### src/rtl/netlist_record_decoder.sv
// netlist_record_decoder
// Byte-stream decoder for framed component instance records. Parses
// SYNC, TYPE, NPAR, NPAR x (LO,HI), NNOD, NNOD x NODE, CSUM frames into
// type, indexed parameter and indexed node outputs. It also checks the
// count fields and the XOR checksum.
//
// Ports:
//   clk, rst_n           clock, asynchronous active-low reset
//   in_data/in_valid     input byte stream
//   in_ready             byte accepted when in_valid && in_ready
//   type_out/type_valid  component type, pulse on update
//   param_idx/param_val  parameter index and little-endian 16-bit value
//   param_valid          pulse on a new parameter
//   node_idx/node_val    node index and node number
//   node_valid           pulse on a new node
//   rec_done/rec_ok      end-of-record pulse, checksum result (held)
//   err_len              pulse when a count field is out of range
//   drop_cnt             saturating count of bytes discarded while hunting
//   busy                 high whenever not hunting for SYNC
module netlist_record_decoder #(
    parameter int unsigned MAX_PARAMS = 8,
    parameter int unsigned MAX_NODES  = 16,
    parameter logic [7:0]  SYNC_BYTE  = 8'hA5
) (
    input  logic        clk,
    input  logic        rst_n,
    input  logic [7:0]  in_data,
    input  logic        in_valid,
    output logic        in_ready,
    output logic [7:0]  type_out,
    output logic        type_valid,
    output logic [3:0]  param_idx,
    output logic [15:0] param_val,
    output logic        param_valid,
    output logic [3:0]  node_idx,
    output logic [7:0]  node_val,
    output logic        node_valid,
    output logic        rec_done,
    output logic        rec_ok,
    output logic        err_len,
    output logic [15:0] drop_cnt,
    output logic        busy
);

    localparam int unsigned CNT_W    = 5;
    localparam logic [7:0]  MAX_PAR_B = 8'(MAX_PARAMS);
    localparam logic [7:0]  MAX_NOD_B = 8'(MAX_NODES);

    typedef enum logic [3:0] {
        S_HUNT, S_TYPE, S_NPAR, S_PLO, S_PHI, S_NNOD, S_NODE, S_CSUM, S_DONE
    } state_t;

    state_t state, state_next;

    // Internal datapath state
    logic [7:0]       lo_q, lo_d;
    logic [7:0]       xor_q, xor_d;
    logic [CNT_W-1:0] cnt_q, cnt_d;
    logic [CNT_W-1:0] total_q, total_d;

    // Next values of registered outputs
    logic        in_ready_d, busy_d;
    logic [7:0]  type_d;
    logic        type_valid_d;
    logic [3:0]  param_idx_d;
    logic [15:0] param_val_d;
    logic        param_valid_d;
    logic [3:0]  node_idx_d;
    logic [7:0]  node_val_d;
    logic        node_valid_d;
    logic        rec_done_d, rec_ok_d, err_len_d;
    logic [15:0] drop_d;

    logic fire;
    logic last;

    assign fire = in_valid && in_ready;
    // Current param/node is the final one of its group
    assign last = (cnt_q + CNT_W'(1)) == total_q;

    // State register
    always_ff @(posedge clk or negedge rst_n) begin
        if (!rst_n) state <= S_HUNT;
        else        state <= state_next;
    end

    // Next-state logic
    always_comb begin
        state_next = state;
        case (state)
            S_HUNT: if (fire && in_data == SYNC_BYTE) state_next = S_TYPE;
            S_TYPE: if (fire) state_next = S_NPAR;
            S_NPAR: if (fire) begin
                if (in_data == 8'd0)           state_next = S_NNOD;
                else if (in_data > MAX_PAR_B)  state_next = S_HUNT;
                else                           state_next = S_PLO;
            end
            S_PLO:  if (fire) state_next = S_PHI;
            S_PHI:  if (fire) state_next = last ? S_NNOD : S_PLO;
            S_NNOD: if (fire) begin
                if (in_data == 8'd0)           state_next = S_CSUM;
                else if (in_data > MAX_NOD_B)  state_next = S_HUNT;
                else                           state_next = S_NODE;
            end
            S_NODE: if (fire && last) state_next = S_CSUM;
            S_CSUM: if (fire) state_next = S_DONE;
            S_DONE: state_next = S_HUNT;
            default: state_next = S_HUNT;
        endcase
    end

    // Output and datapath next values
    always_comb begin
        lo_d          = lo_q;
        xor_d         = xor_q;
        cnt_d         = cnt_q;
        total_d       = total_q;
        type_d        = type_out;
        type_valid_d  = 1'b0;
        param_idx_d   = param_idx;
        param_val_d   = param_val;
        param_valid_d = 1'b0;
        node_idx_d    = node_idx;
        node_val_d    = node_val;
        node_valid_d  = 1'b0;
        rec_done_d    = 1'b0;
        rec_ok_d      = rec_ok;
        err_len_d     = 1'b0;
        drop_d        = drop_cnt;
        // DONE deasserts in_ready for its single cycle
        in_ready_d    = (state_next != S_DONE);
        busy_d        = (state_next != S_HUNT);

        if (fire) begin
            case (state)
                S_HUNT: begin
                    if (in_data == SYNC_BYTE) begin
                        xor_d       = 8'd0;
                        cnt_d       = '0;
                        param_idx_d = 4'd0;
                        node_idx_d  = 4'd0;
                    end else if (drop_cnt != 16'hFFFF) begin
                        drop_d = drop_cnt + 16'd1;
                    end
                end
                S_TYPE: begin
                    type_d       = in_data;
                    type_valid_d = 1'b1;
                    xor_d        = xor_q ^ in_data;
                end
                S_NPAR: begin
                    xor_d = xor_q ^ in_data;
                    cnt_d = '0;
                    if (in_data > MAX_PAR_B) err_len_d = 1'b1;
                    else                     total_d   = CNT_W'(in_data);
                end
                S_PLO: begin
                    lo_d  = in_data;
                    xor_d = xor_q ^ in_data;
                end
                S_PHI: begin
                    param_val_d   = {in_data, lo_q};
                    param_idx_d   = cnt_q[3:0];
                    param_valid_d = 1'b1;
                    cnt_d         = cnt_q + CNT_W'(1);
                    xor_d         = xor_q ^ in_data;
                end
                S_NNOD: begin
                    xor_d = xor_q ^ in_data;
                    cnt_d = '0;
                    if (in_data > MAX_NOD_B) err_len_d = 1'b1;
                    else                     total_d   = CNT_W'(in_data);
                end
                S_NODE: begin
                    node_val_d   = in_data;
                    node_idx_d   = cnt_q[3:0];
                    node_valid_d = 1'b1;
                    cnt_d        = cnt_q + CNT_W'(1);
                    xor_d        = xor_q ^ in_data;
                end
                S_CSUM: begin
                    rec_ok_d   = (in_data == xor_q);
                    rec_done_d = 1'b1;
                end
                default: ;
            endcase
        end
    end

    // Output and datapath registers
    always_ff @(posedge clk or negedge rst_n) begin
        if (!rst_n) begin
            lo_q        <= 8'd0;
            xor_q       <= 8'd0;
            cnt_q       <= '0;
            total_q     <= '0;
            in_ready    <= 1'b0;
            busy        <= 1'b0;
            type_out    <= 8'd0;
            type_valid  <= 1'b0;
            param_idx   <= 4'd0;
            param_val   <= 16'd0;
            param_valid <= 1'b0;
            node_idx    <= 4'd0;
            node_val    <= 8'd0;
            node_valid  <= 1'b0;
            rec_done    <= 1'b0;
            rec_ok      <= 1'b0;
            err_len     <= 1'b0;
            drop_cnt    <= 16'd0;
        end else begin
            lo_q        <= lo_d;
            xor_q       <= xor_d;
            cnt_q       <= cnt_d;
            total_q     <= total_d;
            in_ready    <= in_ready_d;
            busy        <= busy_d;
            type_out    <= type_d;
            type_valid  <= type_valid_d;
            param_idx   <= param_idx_d;
            param_val   <= param_val_d;
            param_valid <= param_valid_d;
            node_idx    <= node_idx_d;
            node_val    <= node_val_d;
            node_valid  <= node_valid_d;
            rec_done    <= rec_done_d;
            rec_ok      <= rec_ok_d;
            err_len     <= err_len_d;
            drop_cnt    <= drop_d;
        end
    end

endmodule
### config.mk
export PLATFORM = sky130hd
export DESIGN_NAME = netlist_record_decoder
export DESIGN_NICKNAME = d
export VERILOG_FILES = /design/src/rtl/netlist_record_decoder.sv
export SDC_FILE = /design/constraint.sdc
export NUM_CORES = 1
export LEC_CHECK = 0
export BUFFER_PORTS_ARGS = -buffer_cell sky130_fd_sc_hd__buf_4
export CORE_MARGIN = 2
export CORE_UTILIZATION = 60
export CTS_CLUSTER_SIZE = 14
export DETAILED_ROUTE_END_ITERATION = 8
export PLACE_DENSITY_LB_ADDON = 0.3
export SETUP_SLACK_MARGIN = 0.5
export SKIP_CTS_REPAIR_TIMING = 1
export SYNTH_ARGS = -nofsm -noshare
export SYNTH_HDL_FRONTEND = slang
export SYNTH_SLANG_ARGS = --single-unit
### constraint.sdc
create_clock -name clk -period 4 [get_ports clk]
set_clock_uncertainty 0.15 [all_clocks]
set_input_delay 0.2 -clock clk [delete_from_list [all_inputs] [get_ports clk]]
set_output_delay 0.2 -clock clk [all_outputs]
set_load 0.05 [all_outputs]
# == After elaboration in Yosys (flattened, before gate mapping) ==
# Index checks and enable logic that the tools add are counted.
# word_totals
register_bits,94
in_bits,11
out_inout_bits,64
wordCells,101
# op_classes
n_addsub,2
magnitude_cmp,2
n_eq_ne,15
muxes,36
n_bitwise,2
reduce_logical,25
# op_table
op,count
$mux W4,9
$pmux W4 S8,1
$add A16 B1 Y16 const B,1
$eq A4 B3 Y1 const B,4
$ne A16 B16 Y1 const B,1
$pmux W4 S2,2
$pmux W8 S2,1
$mux W5,3
$pmux W5 S3,1
$mux W3,4
$reduce_and A3 Y1,4
$mux W1,11
$pmux W5 S2,1
$reduce_and A2 Y1,5
$eq A4 B2 Y1 const B,2
$eq A8 B8 Y1,1
$eq A8 B8 Y1 const B,1
$gt A8 B4 Y1 const B,1
$gt A8 B5 Y1 const B,1
$logic_not A8 Y1,1
$mux W8,1
$reduce_and A4 Y1,2
$reduce_bool A2 Y1,4
$xor A8 B8 Y8,1
other kinds (14),19

# == Depth between registers and ports, before layout ==
# Gate-level depths: netlist (run 1).
# logic_depth
depth_word,6
depth_mapped,8
ltp_nobuf,7

# == Worst setup path before layout (run 1) ==
# OpenSTA, ideal clock, no wires.
# synth_timing
kind,reg-to-reg
startpoint,reg in_ready
endpoint,reg busy
setup_time_ps,139
arrival_ps,2114
required_time_ps,3711
setup_slack_ps,1598
stages_incl_launch_ff,8
n_path_buf,1
period_less_slack_ps,2402
cell_sequence,dfrtp_1 > and2_1 > buf_6 > mux2_4 > a2bb2oi_1 > nor2_1 > a211o_1 > or4_1
# synth_between
elab_chain_len,5
word_cells_on_any_way,13
cone_classes,mux: 9; reduce/logical: 4
# synth_rtl
item,line_no,source
start: declaration,29,"output logic in_ready,"
start signal: assignment,216,in_ready <= in_ready_d;
$logic_and A1 B1 Y1 (*),77,assign fire = in_valid && in_ready;
$logic_and A1 B1 Y1 (on tied branches),"105, 91",
$mux W4 (on tied branches),"105, 91",
$pmux W4 S8 (*),90,case (state)
via state_next[1],53,"state_t state, state_next;"
$reduce_bool A4 Y1 (*),132,busy_d = (state_next != S_HUNT);
via busy_d,62,"logic in_ready_d, busy_d;"
end signal: assignment,217,busy <= busy_d;
end: declaration,42,output logic busy
# Mark *: on every way through the listed nets, which the timed path passes. The rest lies on a longest branch.
# A chain may end at the register's enable or synchronous reset.

# == Worst setup path after layout (run 1) ==
# layout_timing
startpoint,in in_data[1]
endpoint,reg cnt_q[4]
# layout_between
elab_chain_len,3
# layout_rtl
item,line_no,source
start: declaration,27,"input logic [7:0] in_data,"
$eq A8 B8 Y1,137,if (in_data == SYNC_BYTE) begin
$ne A2 B2 Y1 (no line),--,
$reduce_and A3 Y1 (no line),--,
end signal: assignment,214,cnt_q <= cnt_d;
end: declaration,58,"logic [CNT_W-1:0] cnt_q, cnt_d;"
# No other way between the ends.

==> reports/metrics.yaml, run 1 <==
run_status: "complete, but fails checks"
violations: "negative hold slack"
drc: 0
num-fill-cells: 524
worstSkewPairLatency_ns: 0.37
ys_ff_latch: 94
ys_seq_area_share_pct: 53.0
num_antenna_cells: 0
final_layout_size_suffix_gt1_share_pct: 28.9
row_count: 31
postSynthAreaPerCell_sq_um: 10.8
p_per_area_nw_per_um2: 406
clockBufferDepth: 2
die_x_microns: 90.0
holdCritStartpoint: "in_data[0]"
leakagePower_nw: 2.60
start_util_pct: 61.5
finalSetupTns_ns: 0
irDropWorstVdd_uv: 421
synth_enable_flop_cells: 0
syn_inst: 409
hpwl_microns: 6510
cp.arrival_ns: 2.79
grt_pass1_wl_microns: 16000
wl_microns: 9600
ys_top_cells_by_area: "dfrtp_1 (53%), mux2_2 (7.9%), xnor2_1 (4.3%)"
ys_types: 60
yosys_warnings: 0
start_kind: "input pin"
rsz0062_at_grt: "false"
achievable-frequency_ghz: 0.372
cts-root-buf: "clkbuf_8"
path_max_fanout: 13
antenna_found_initial: 0
grt_start_max_net_pins: 59
max-cap-violations: 0
numCtsBuffers: 9
min_path_cells: 3
setup_viol_count_final: 0
overflow: 0
worst_pin_slew_ns: 0.813
gp_congestion: 0.874
die-height_microns: 90.0
grt_use_total_pct: 24.7
io_pins: 75
clkSinkCount: 94
syn-num-nets: 422
rr_worst_depth: 5
grt_pass1_vias: 3241
min_period_over_period_pct: 67.3
max_slew_margin_pct: 45.4
ant_nets: 0
syn_to_final_growth_pct: 17.9
hold_class: "in -> reg"
cp.required_ns: 4.09
vias: 3273
htree_levels: 3
cts_tree: "yes"
viasPerCell: 5.64
synth_area_sq_um: 4440
crit_type: "in -> reg"
crit_start: "in_data[1]"
drt_iter0_markers: 160
core_sq_um: 7210
wl_per_cell_microns: 16.6
final_area_sq_um: 5230
die_area_sq_um: 8100
portBuffers: 74
synthFlopType: "dfrtp_1"
synthArstFlopShare_pct: 100
slew_viol_final: 0
clk_pin_slew_worst_paths_ns: 0.10
place_area_sq_um: 4990
finalHoldViolations: 2
worst_r2r_startpoint: "state[1]"
endpoint_kind: "flop"
yosysTopAreaCell: "dfrtp_1"
fin_crit_ns: 2.69
nNetsFinal: 489
whs_ns: -0.00298
synth_top_cell_area_share_pct: 53.0
dr.pass1.iters: 4
report_power, final:
part | switching [W] | leakage (nW) | internal, W
clock | 0.000371 | 0.0914 | 0.000241
sequential | 0.0000661 | 1.28 | 0.00101
combinational | 0.000296 | 1.23 | 0.000139
total | 0.000733 | 2.60 | 0.00139
per-stage QoR:
step	util, %	total power, W	std cells	setup WS (ns)
floorplan	-	0.00138	409	1.60
global placement	69.2	0.00152	559	1.53
detailed placement	69.2	0.00153	559	1.48
CTS	71.8	0.00213	575	1.46
global route	72.5	0.00222	580	1.16
finish	72.5	0.00212	580	1.31
state kept, by name (all words and copies together) (netlist names):
name         count
drop_cnt        16
node_idx         4
xor_q            8
node_valid       1
cnt_q            5
type_out         8
param_valid      1
state            4
param_idx        4
param_val       16
total_q          5
err_len          1
busy             1
lo_q             8
node_val         8
rec_done         1
in_ready         1
type_valid       1
rec_ok           1
kinds of logic (layout without fill, tap and decap cells):
logic type      Yosys count  after routing  synth area share (%)
simple gates            145            145                  17.7
flops                    94             94                  53.0
compound gates           64             64                  8.66
mux                      39             39                  9.98
buf+inv                  36            108                  4.03
xor+xnor                 29             29                  6.06
fa+ha+maj                 2              2                 0.564
worst max-delay path, cell delays in order:
cell and delay (ns):
dlygate4sd3_1 0.54, buf_4 0.19, nand2b_1 0.16, nor4_2 0.56, o211ai_1 0.47, nand2b_1 0.34
o21ai_0 0.20, o21ai_0 0.12
metal layers:
metal	GRT usage (%)	share of wire [%]	up-vias	wire length, microns
met5	0	0	-	0
met4	9.74	1.4	0	133
met3	4.36	4.9	12	475
met2	39.8	49	98	4680
met1	33.8	45	1613	4310
li1	-	-	1550	-
placed cells by master (no fill, tap or decap), types with 3 or more instances in the layout:
cell type      instances
xnor2_1               22
nand2b_1              14
o21ai_0               34
dlygate4sd3_1          5
or3_1                  3
nand4_1                8
nor2_1                21
mux2_1                 7
o31ai_1                4
inv_8                  3
a2bb2oi_1              3
nor2_2                 3
nand2_1               46
dfrtp_1               94
inv_1                 10
nand3_1               18
a21oi_1                5
buf_4                 75
and3_1                 4
o22ai_1                3
mux2_2                31
nor3_1                 5
xor2_1                 5
clkbuf_8               9
worst paths after layout:
| path | to | slack, ns |
|---|---|---|
| max | cnt_q[4] | 1.31 |
| max in group asynchronous | node_val[0] | 2.49 |
| max reg2reg | cnt_q[4] | 1.42 |
| min in group asynchronous | param_idx[1] | 0.27 |
| min reg2reg | type_out[2] | 0.34 |
| min | type_out[0] | -0.003 |
synthesized netlist by cell type (2+ instances only):
cell / n
dfrtp_1: 94
nand2_1: 46
o21ai_0: 34
mux2_2: 31
xnor2_1: 22
nor2_1: 21
nand3_1: 18
nand2b_1: 14
clkbuf_1: 10
inv_1: 10
buf_2: 8
nand4_1: 8
mux2_1: 7
a21oi_1: 5
nor3_1: 5
xor2_1: 5
and3_1: 4
o31ai_1: 4
a2bb2oi_1: 3
buf_4: 3
buf_6: 3
nor2_2: 3
o22ai_1: 3
or3_1: 3
a211oi_1: 2
a31oi_1: 2
and4_1: 2
ha_1: 2
nand3b_1: 2
nor2b_1: 2
o21ai_1: 2
or2_2: 2
or4_1: 2
area by class of cell:
cell class	instances	area, sq um	area share (%)
Inverter	12	45.0	0.861
Clock buffer	9	124	2.37
Clock inverter	7	66.3	1.27
Sequential cell	94	2350	45.0
Timing Repair Buffer	80	613	11.7
Tap cell	99	124	2.37
Multi-Input combinational cell	279	1910	36.4
(Power assumes the default switching activity.)
==> run 2: changes to the inputs <==
--- a/config.mk
+++ b/config.mk
@@ -7,7 +7,7 @@
 export LEC_CHECK = 0
 export BUFFER_PORTS_ARGS = -buffer_cell sky130_fd_sc_hd__buf_4
 export CORE_MARGIN = 2
-export CORE_UTILIZATION = 60
+export CORE_UTILIZATION = 51
 export CTS_CLUSTER_SIZE = 14
 export DETAILED_ROUTE_END_ITERATION = 8
 export PLACE_DENSITY_LB_ADDON = 0.3
==> constraint.sdc (replaced) <==
create_clock -name clk -period 2.4 [get_ports clk]
set_clock_uncertainty 0.15 [all_clocks]
set_input_delay 0.12 -clock clk [delete_from_list [all_inputs] [get_ports clk]]
set_output_delay 0.12 -clock clk [all_outputs]
set_load 0.05 [all_outputs]
==> run 2 against run 1 <==
The flow still finishes with violations (negative hold slack). Critical path depth fell by 2. Clock power rose by 78%. Cell count rose by 9.5%. Die area rose by 17%. Routed wire length rose by 16%. Register-to-register slack got worse by 1.3 ns. Hold slack got worse by 0.0097 ns. Power rose by 73%. Combinational power rose by 77%.
==> reports/metrics.yaml, run 2 (synthesis results as in run 1) <==
p_clk_share_pct: 29.8  # was 28.8%
clk_pin_slew_worst_paths_ns: 0.10  # about the same
reg_top3: "drop_cnt (16), param_val (16)"  # unchanged
syn_to_final_growth_pct: 32.1  # was 17.9%
finalSetupTns_ns: 0  # unchanged
cts-root-buf: "clkbuf_8"  # unchanged
fin_crit_ns: 2.24
start_util_pct: 51.6  # was 61.5%
rsz0062_at_grt: "true"  # was false
drt_iter0_markers: 371  # was 160
start_kind: "flop"  # was input pin
hpwl_microns: 6650  # was 6510 microns
portBuffers: 74  # unchanged
holdCritStartpoint: "in_data[3]"  # was in_data[0]
irDropWorstVdd_uv: 599  # was 421 uV
pwr-share-seq_pct: 49.3  # was 50.7%
switching_share_pct: 33.4  # was 34.5%
nNetsFinal: 535  # was 489
crit_start: "state[2]"  # was in_data[1]
wl_per_cell_microns: 17.6  # was 16.6 microns
grt_pass1_vias: 3244  # was 3,241
ant_nets: 0  # unchanged
grt_pass1_wl_microns: 16200  # was 16,000 microns
die_area_sq_um: 9460  # was 8100 sq um
die-height_microns: 97.3  # was 90.0 microns
grt_use_total_pct: 21.2  # was 24.7%
final_cell_mix: "buf_4 (104), dfrtp_1 (78), nand2_1 (44), mux2_2 (30), o21ai_0 (28)"  # was dfrtp_1 (94), buf_4 (75), nand2_1 (46), o21ai_0 (34), mux2_2 (31)
worst_r2r_startpoint: "state[2]"  # was state[1]
wl_microns: 11200  # was 9600 microns
run_status: "complete, but fails checks"  # unchanged
num-fill-cells: 645  # was 524
antenna_found_initial: 0  # unchanged
timing.final.ws_setup_ns: 0.163  # was 1.31 ns
leakagePower_nw: 2.86  # was 2.60 nW
hold_class: "in -> reg"  # unchanged
core_sq_um: 8590  # was 7210 sq um
min_delay_worst_endpoint: "xor_q[3]"  # was type_out[0]
io_pins: 75  # unchanged
final_layout_size_suffix_gt1_share_pct: 41.7  # was 28.9%
multi_input_area_sq_um: 2070  # was 1910 sq um
cp.arrival_ns: 2.33  # was 2.79 ns
endpoint_kind: "flop"  # unchanged
viasPerCell: 5.68  # was 5.64
worst_pin_slew_ns: 0.891  # was 0.813 ns
clkSinkCount: 94  # unchanged
dp.cells: 581  # was 559
layout_commonest_cell: "buf_4"  # was dfrtp_1
max_slew_margin_pct: 40.1  # was 45.4%
cts_tree: "yes"  # unchanged
register_area_sq_um: 2370  # was 2350 sq um
die_x_microns: 97.3  # was 90.0 microns
clockBufferDepth: 2  # unchanged
dr.pass1.iters: 5  # was 4
gp_congestion: 0.899  # was 0.874
final_cells: 635  # was 580
worstSkewPairLatency_ns: 0.37  # about the same
final_area_sq_um: 5860  # was 5230 sq um
grt_start_max_net_pins: 54  # was 59
whs_ns: -0.0127  # was -0.00298 ns
r2r_end: "busy"  # was cnt_q[4]
slew_viol_final: 0  # unchanged
worst-r2r-setup-slack_ns: 0.16  # was 1.42 ns
path_max_fanout: 5  # was 13
place_area_sq_um: 5170  # was 4990 sq um
max-cap-violations: 0  # unchanged
cp.required_ns: 2.49  # was 4.09 ns
setup_viol_count_final: 0  # unchanged
p_per_area_nw_per_um2: 626  # was 406 nW/um^2
row_count: 34  # was 31
finalHoldViolations: 3  # was 2
final_core_util_pct: 68.2  # was 72.5%
min_path_cells: 3  # unchanged
switchingPower_w: 0.00123  # was 0.000733 W
crit_type: "reg -> reg"  # was in -> reg
overflow: 0  # unchanged
vias: 3604  # was 3,273
internal-power_w: 0.00245  # was 0.00139 W
drc: 0  # unchanged
min_period_over_period_pct: 93.2
num_antenna_cells: 0  # unchanged
violations: "negative hold slack"  # unchanged
combinationalPowerShare_pct: 20.9  # was 20.5%
post-place-ws_ns: 0.0653  # was 1.48 ns
rr_worst_depth: 6  # was 5
htree_levels: 3  # unchanged
numCtsBuffers: 9  # unchanged
achievable-frequency_ghz: 0.447
==> run 2: worst max path at each step <==
stage | end | slack (ns) | cells past startpoint
after detailed placement | busy | 0.07 | 6
after floorplan | busy | 0.16 | 7
after CTS | busy | 0.03 | 6
after global placement | busy | 0.14 | 7
after global routing | busy | 0.1 | 7
final | busy | 0.16 | 6
==> run 2: cell type report <==
class                   count  area share (%)
flip-flops and latches     94            40.5
well taps                 108            2.31
clock inverters             7            1.34
repair buffers            125            17.7
inverters                  12           0.790
clock buffers               9            2.11
multi-input cells         280            35.3
==> run 2: critical path, cell delays in order (launching register included) <==
cell and delay [ns]:
dfrtp_2 0.42, buf_6 0.13, and4bb_2 0.25, a32oi_1 0.23, a22oi_1 0.12, a211o_1 0.32, or4_1 0.49
==> run 2: metal layers <==
metal	track usage (%)	wire length (microns)
met1	29.8	4740
met2	32.6	5480
met3	4.96	786
met4	7.69	168
met5	0	0
==> run 2: power groups by stage <==
stage,combinational (W),clock (W),sequential [W]
global route,0.000813,0.00119,0.00183
detailed placement,0.000737,0,0.00183
finish,0.000768,0.00109,0.00181
floorplan,0.000202,0,0.00211
CTS,0.000736,0.00110,0.00181
global placement,0.000720,0,0.00183
==> run 2: through the flow <==
| stage | hold slack [ns] | total power, W |
|---|---|---|
| 2_1_floorplan | -0.326 | 0.00231 |
| 3_3_place_gp | -0.0103 | 0.00255 |
| 3_5_place_dp | -0.00452 | 0.00257 |
| 4_1_cts | -0.402 | 0.00364 |
| 5_1_grt | 0.0122 | 0.00383 |
| 6_report | -0.0127 | 0.00367 |
==> run 3: changes to the inputs <==
--- a/config.mk
+++ b/config.mk
@@ -5,12 +5,14 @@
 export SDC_FILE = /design/constraint.sdc
 export NUM_CORES = 1
 export LEC_CHECK = 0
+export ABC_AREA = 1
 export BUFFER_PORTS_ARGS = -buffer_cell sky130_fd_sc_hd__buf_4
 export CORE_MARGIN = 2
-export CORE_UTILIZATION = 51
+export CORE_UTILIZATION = 50
 export CTS_CLUSTER_SIZE = 14
 export DETAILED_ROUTE_END_ITERATION = 8
 export PLACE_DENSITY_LB_ADDON = 0.3
+export REMOVE_ABC_BUFFERS = 1
 export SETUP_SLACK_MARGIN = 0.5
 export SKIP_CTS_REPAIR_TIMING = 1
 export SYNTH_ARGS = -nofsm -noshare
==> run 3 against run 2 <==
The run still ends with negative hold slack left. Clock power is 7% lower. Sequential power increased by 4%. First-iteration DRC count decreased by 23%. Hold slack gained 0.0018 ns. Sequential share of layout area increased by 2.2 points. Cell count rose by 15%. Largest cell class unchanged. Highest routed layer unchanged.
==> reports/metrics.yaml, run 3 <==
irDropWorstVdd_uv: 434  # was 599 uV
whs_ns: -0.0108  # was -0.0127 ns
synth_common_cells: "nand2_1 (147), dfrtp_1 (94), o21ai_0 (70), inv_1 (52), nor2_1 (36)"  # was dfrtp_1 (94), nand2_1 (46), o21ai_0 (34), mux2_2 (31), xnor2_1 (22)
yosys_warnings: 0  # unchanged
postSynthAreaPerCell_sq_um: 8.47  # was 10.8 sq um
finalSetupTns_ns: 0  # unchanged
ys_types: 33  # was 60
nNetsFinal: 630  # was 535
portBuffers: 74  # unchanged
crit_type: "reg -> reg"  # unchanged
fin_crit_ns: 1.83  # was 2.24 ns
die_area_sq_um: 9490  # was 9460 sq um
cts_tree: "yes"  # unchanged
grt_pass1_wl_microns: 16500  # was 16,200 microns
overflow: 0  # unchanged
leakagePower_nw: 2.76  # was 2.86 nW
row_count: 34  # unchanged
die_x_microns: 97.4  # was 97.3 microns
final_layout_size_suffix_gt1_share_pct: 22.5  # was 41.7%
min_period_over_period_pct: 76.2  # was 93.2%
drt_iter0_markers: 287  # was 371
post-synth-top-count-cell: "nand2_1"  # was dfrtp_1
rr_worst_depth: 8  # was 6
grt_use_total_pct: 21.2  # about the same
synth_enable_flop_cells: 0  # unchanged
hpwl_microns: 6990  # was 6650 microns
yosysTopAreaCell: "dfrtp_1"  # unchanged
cp.required_ns: 2.50  # was 2.49 ns
antenna_found_initial: 0  # unchanged
num-fill-cells: 717  # was 645
power.total_w: 0.00402  # was 0.00367 W
internal-power_w: 0.00248  # was 0.00245 W
final_area_sq_um: 5530  # was 5860 sq um
finalHoldViolations: 8  # was 3
final_cell_mix: "nand2_1 (146), dfrtp_1 (91), buf_4 (86), o21ai_0 (70), inv_1 (52)"  # was buf_4 (104), dfrtp_1 (78), nand2_1 (44), mux2_2 (30), o21ai_0 (28)
num_antenna_cells: 0  # unchanged
grt_start_max_net_pins: 56  # was 54
max-cap-violations: 0  # unchanged
clk_pin_slew_worst_paths_ns: 0.10  # about the same
die-height_microns: 97.4  # was 97.3 microns
synth_top_cell_area_share_pct: 53.9  # was 53.0%
p_clk_share_pct: 25.3  # was 29.8%
grt_pass1_vias: 3540  # was 3,244
setup_viol_count_final: 0  # unchanged
clkSinkCount: 94  # unchanged
start_util_pct: 50.8  # was 51.6%
synth_area_sq_um: 4360  # was 4440 sq um
viasPerCell: 5.17  # was 5.68
ys_ff_latch: 94  # unchanged
ant_nets: 0  # unchanged
combinationalPowerShare_pct: 27.9  # was 20.9%
p_per_area_nw_per_um2: 727  # was 626 nW/um^2
dp.cells: 692  # was 581
final_cells: 730  # was 635
min_path_cells: 4  # was 3
rsz0062_at_grt: "true"  # unchanged
slew_viol_final: 0  # unchanged
hold_class: "in -> reg"  # unchanged
achievable-frequency_ghz: 0.547  # was 0.447 GHz
pwr-share-seq_pct: 46.8  # was 49.3%
syn_inst: 515  # was 409
ys_top_cells_by_area: "dfrtp_1 (54%), nand2_1 (13%), o21ai_0 (8.0%)"  # was dfrtp_1 (53%), mux2_2 (7.9%), xnor2_1 (4.3%)
start_kind: "flop"  # unchanged
wl_per_cell_microns: 14.0  # was 17.6 microns
reg_top3: "drop_cnt (16), param_val (16)"  # unchanged
wl_microns: 10200  # was 11,200 microns
vias: 3772  # was 3,604
gp_congestion: 0.866  # was 0.899
place_area_sq_um: 5050  # was 5170 sq um
cp.arrival_ns: 1.93  # was 2.33 ns
htree_levels: 3  # unchanged
switching_share_pct: 38.2  # was 33.4%
max_slew_margin_pct: 65.6  # was 40.1%
core_sq_um: 8590  # unchanged
path_max_fanout: 7  # was 5
final_core_util_pct: 64.3  # was 68.2%
drc: 0  # unchanged
endpoint_kind: "flop"  # unchanged
run_status: "complete, but fails checks"  # unchanged
synthFlopType: "dfrtp_1"  # unchanged
layout_commonest_cell: "nand2_1"  # was buf_4
ys_seq_area_share_pct: 53.9  # was 53.0%
worstSkewPairLatency_ns: 0.37  # about the same
violations: "negative hold slack"  # unchanged
synthArstFlopShare_pct: 100  # unchanged
clockBufferDepth: 2  # unchanged
dr.pass1.iters: 5  # unchanged
io_pins: 75  # unchanged
worst_pin_slew_ns: 0.516  # was 0.891 ns
numCtsBuffers: 9  # unchanged
switchingPower_w: 0.00153  # was 0.00123 W
syn_to_final_growth_pct: 26.7  # was 32.1%
cts-root-buf: "clkbuf_8"  # unchanged
[run 3: power groups by stage]
stage	sequential [W]	clock (W)	combinational (W)
floorplan	0.00231	0	0.000302
global placement	0.00191	0	0.00104
detailed placement	0.00191	0	0.00106
CTS	0.00188	0.00105	0.00106
global route	0.00190	0.00109	0.00120
finish	0.00188	0.00101	0.00112
[run 3: per-layer routing]
metal	global-route usage [%]	part of all wire, %
met5	0	0
met4	9.62	2.6
met3	3.60	4.6
met2	32.9	49
met1	29.4	44
[run 3: path summary, 6_finish.rpt]
path / from / to / slack, ns
setup / recovery: in_ready / busy / 0.57
hold / removal: in_data[1] / xor_q[1] / -0.01
setup reg to reg: in_ready / busy / 0.57
hold reg to reg: rec_ok / rec_ok / 0.34
max in group asynchronous: rst_n / state[0] / 1.30
min in group asynchronous: rst_n / param_val[6] / 0.10
[run 3: through the flow]
stage | hold slack [ns] | setup WS [ns]
after global routing | 0.00846 | 0.427
after global placement | -0.0280 | 0.547
after floorplan | -0.326 | 0.120
after detailed placement | -0.0205 | 0.471
after CTS | -0.441 | 0.432
final | -0.0108 | 0.571
[run 3: critical path: stages, from the launching register on]
cell and delay [ns]:
dfrtp_1 0.36, nand2_1 0.22, buf_4 0.25, nor2_1 0.15, a21oi_1 0.09, a21oi_1 0.19
nand2_1 0.09, a21oi_2 0.14, nand3_1 0.08
[run 3: cell families (layout without fill, tap and decap cells)]
logic type      after synthesis  in the layout  share of synthesized area, %
simple gates                241            241                          23.6
flops                        94             94                          53.9
compound gates               84             84                          10.8
buf+inv                      71            178                          6.48
xor+xnor                     23             23                          4.62
fa+ha+maj                     2              2                         0.574
[run 3: layout make-up]
class	count	area, sq um	share of cell area, %
flip-flops and latches	94	2360	42.6
multi-input cells	350	1790	32.4
repair buffers	102	821	14.9
inverters	60	238	4.30
well taps	108	135	2.45
clock buffers	9	124	2.24
clock inverters	7	62.6	1.13
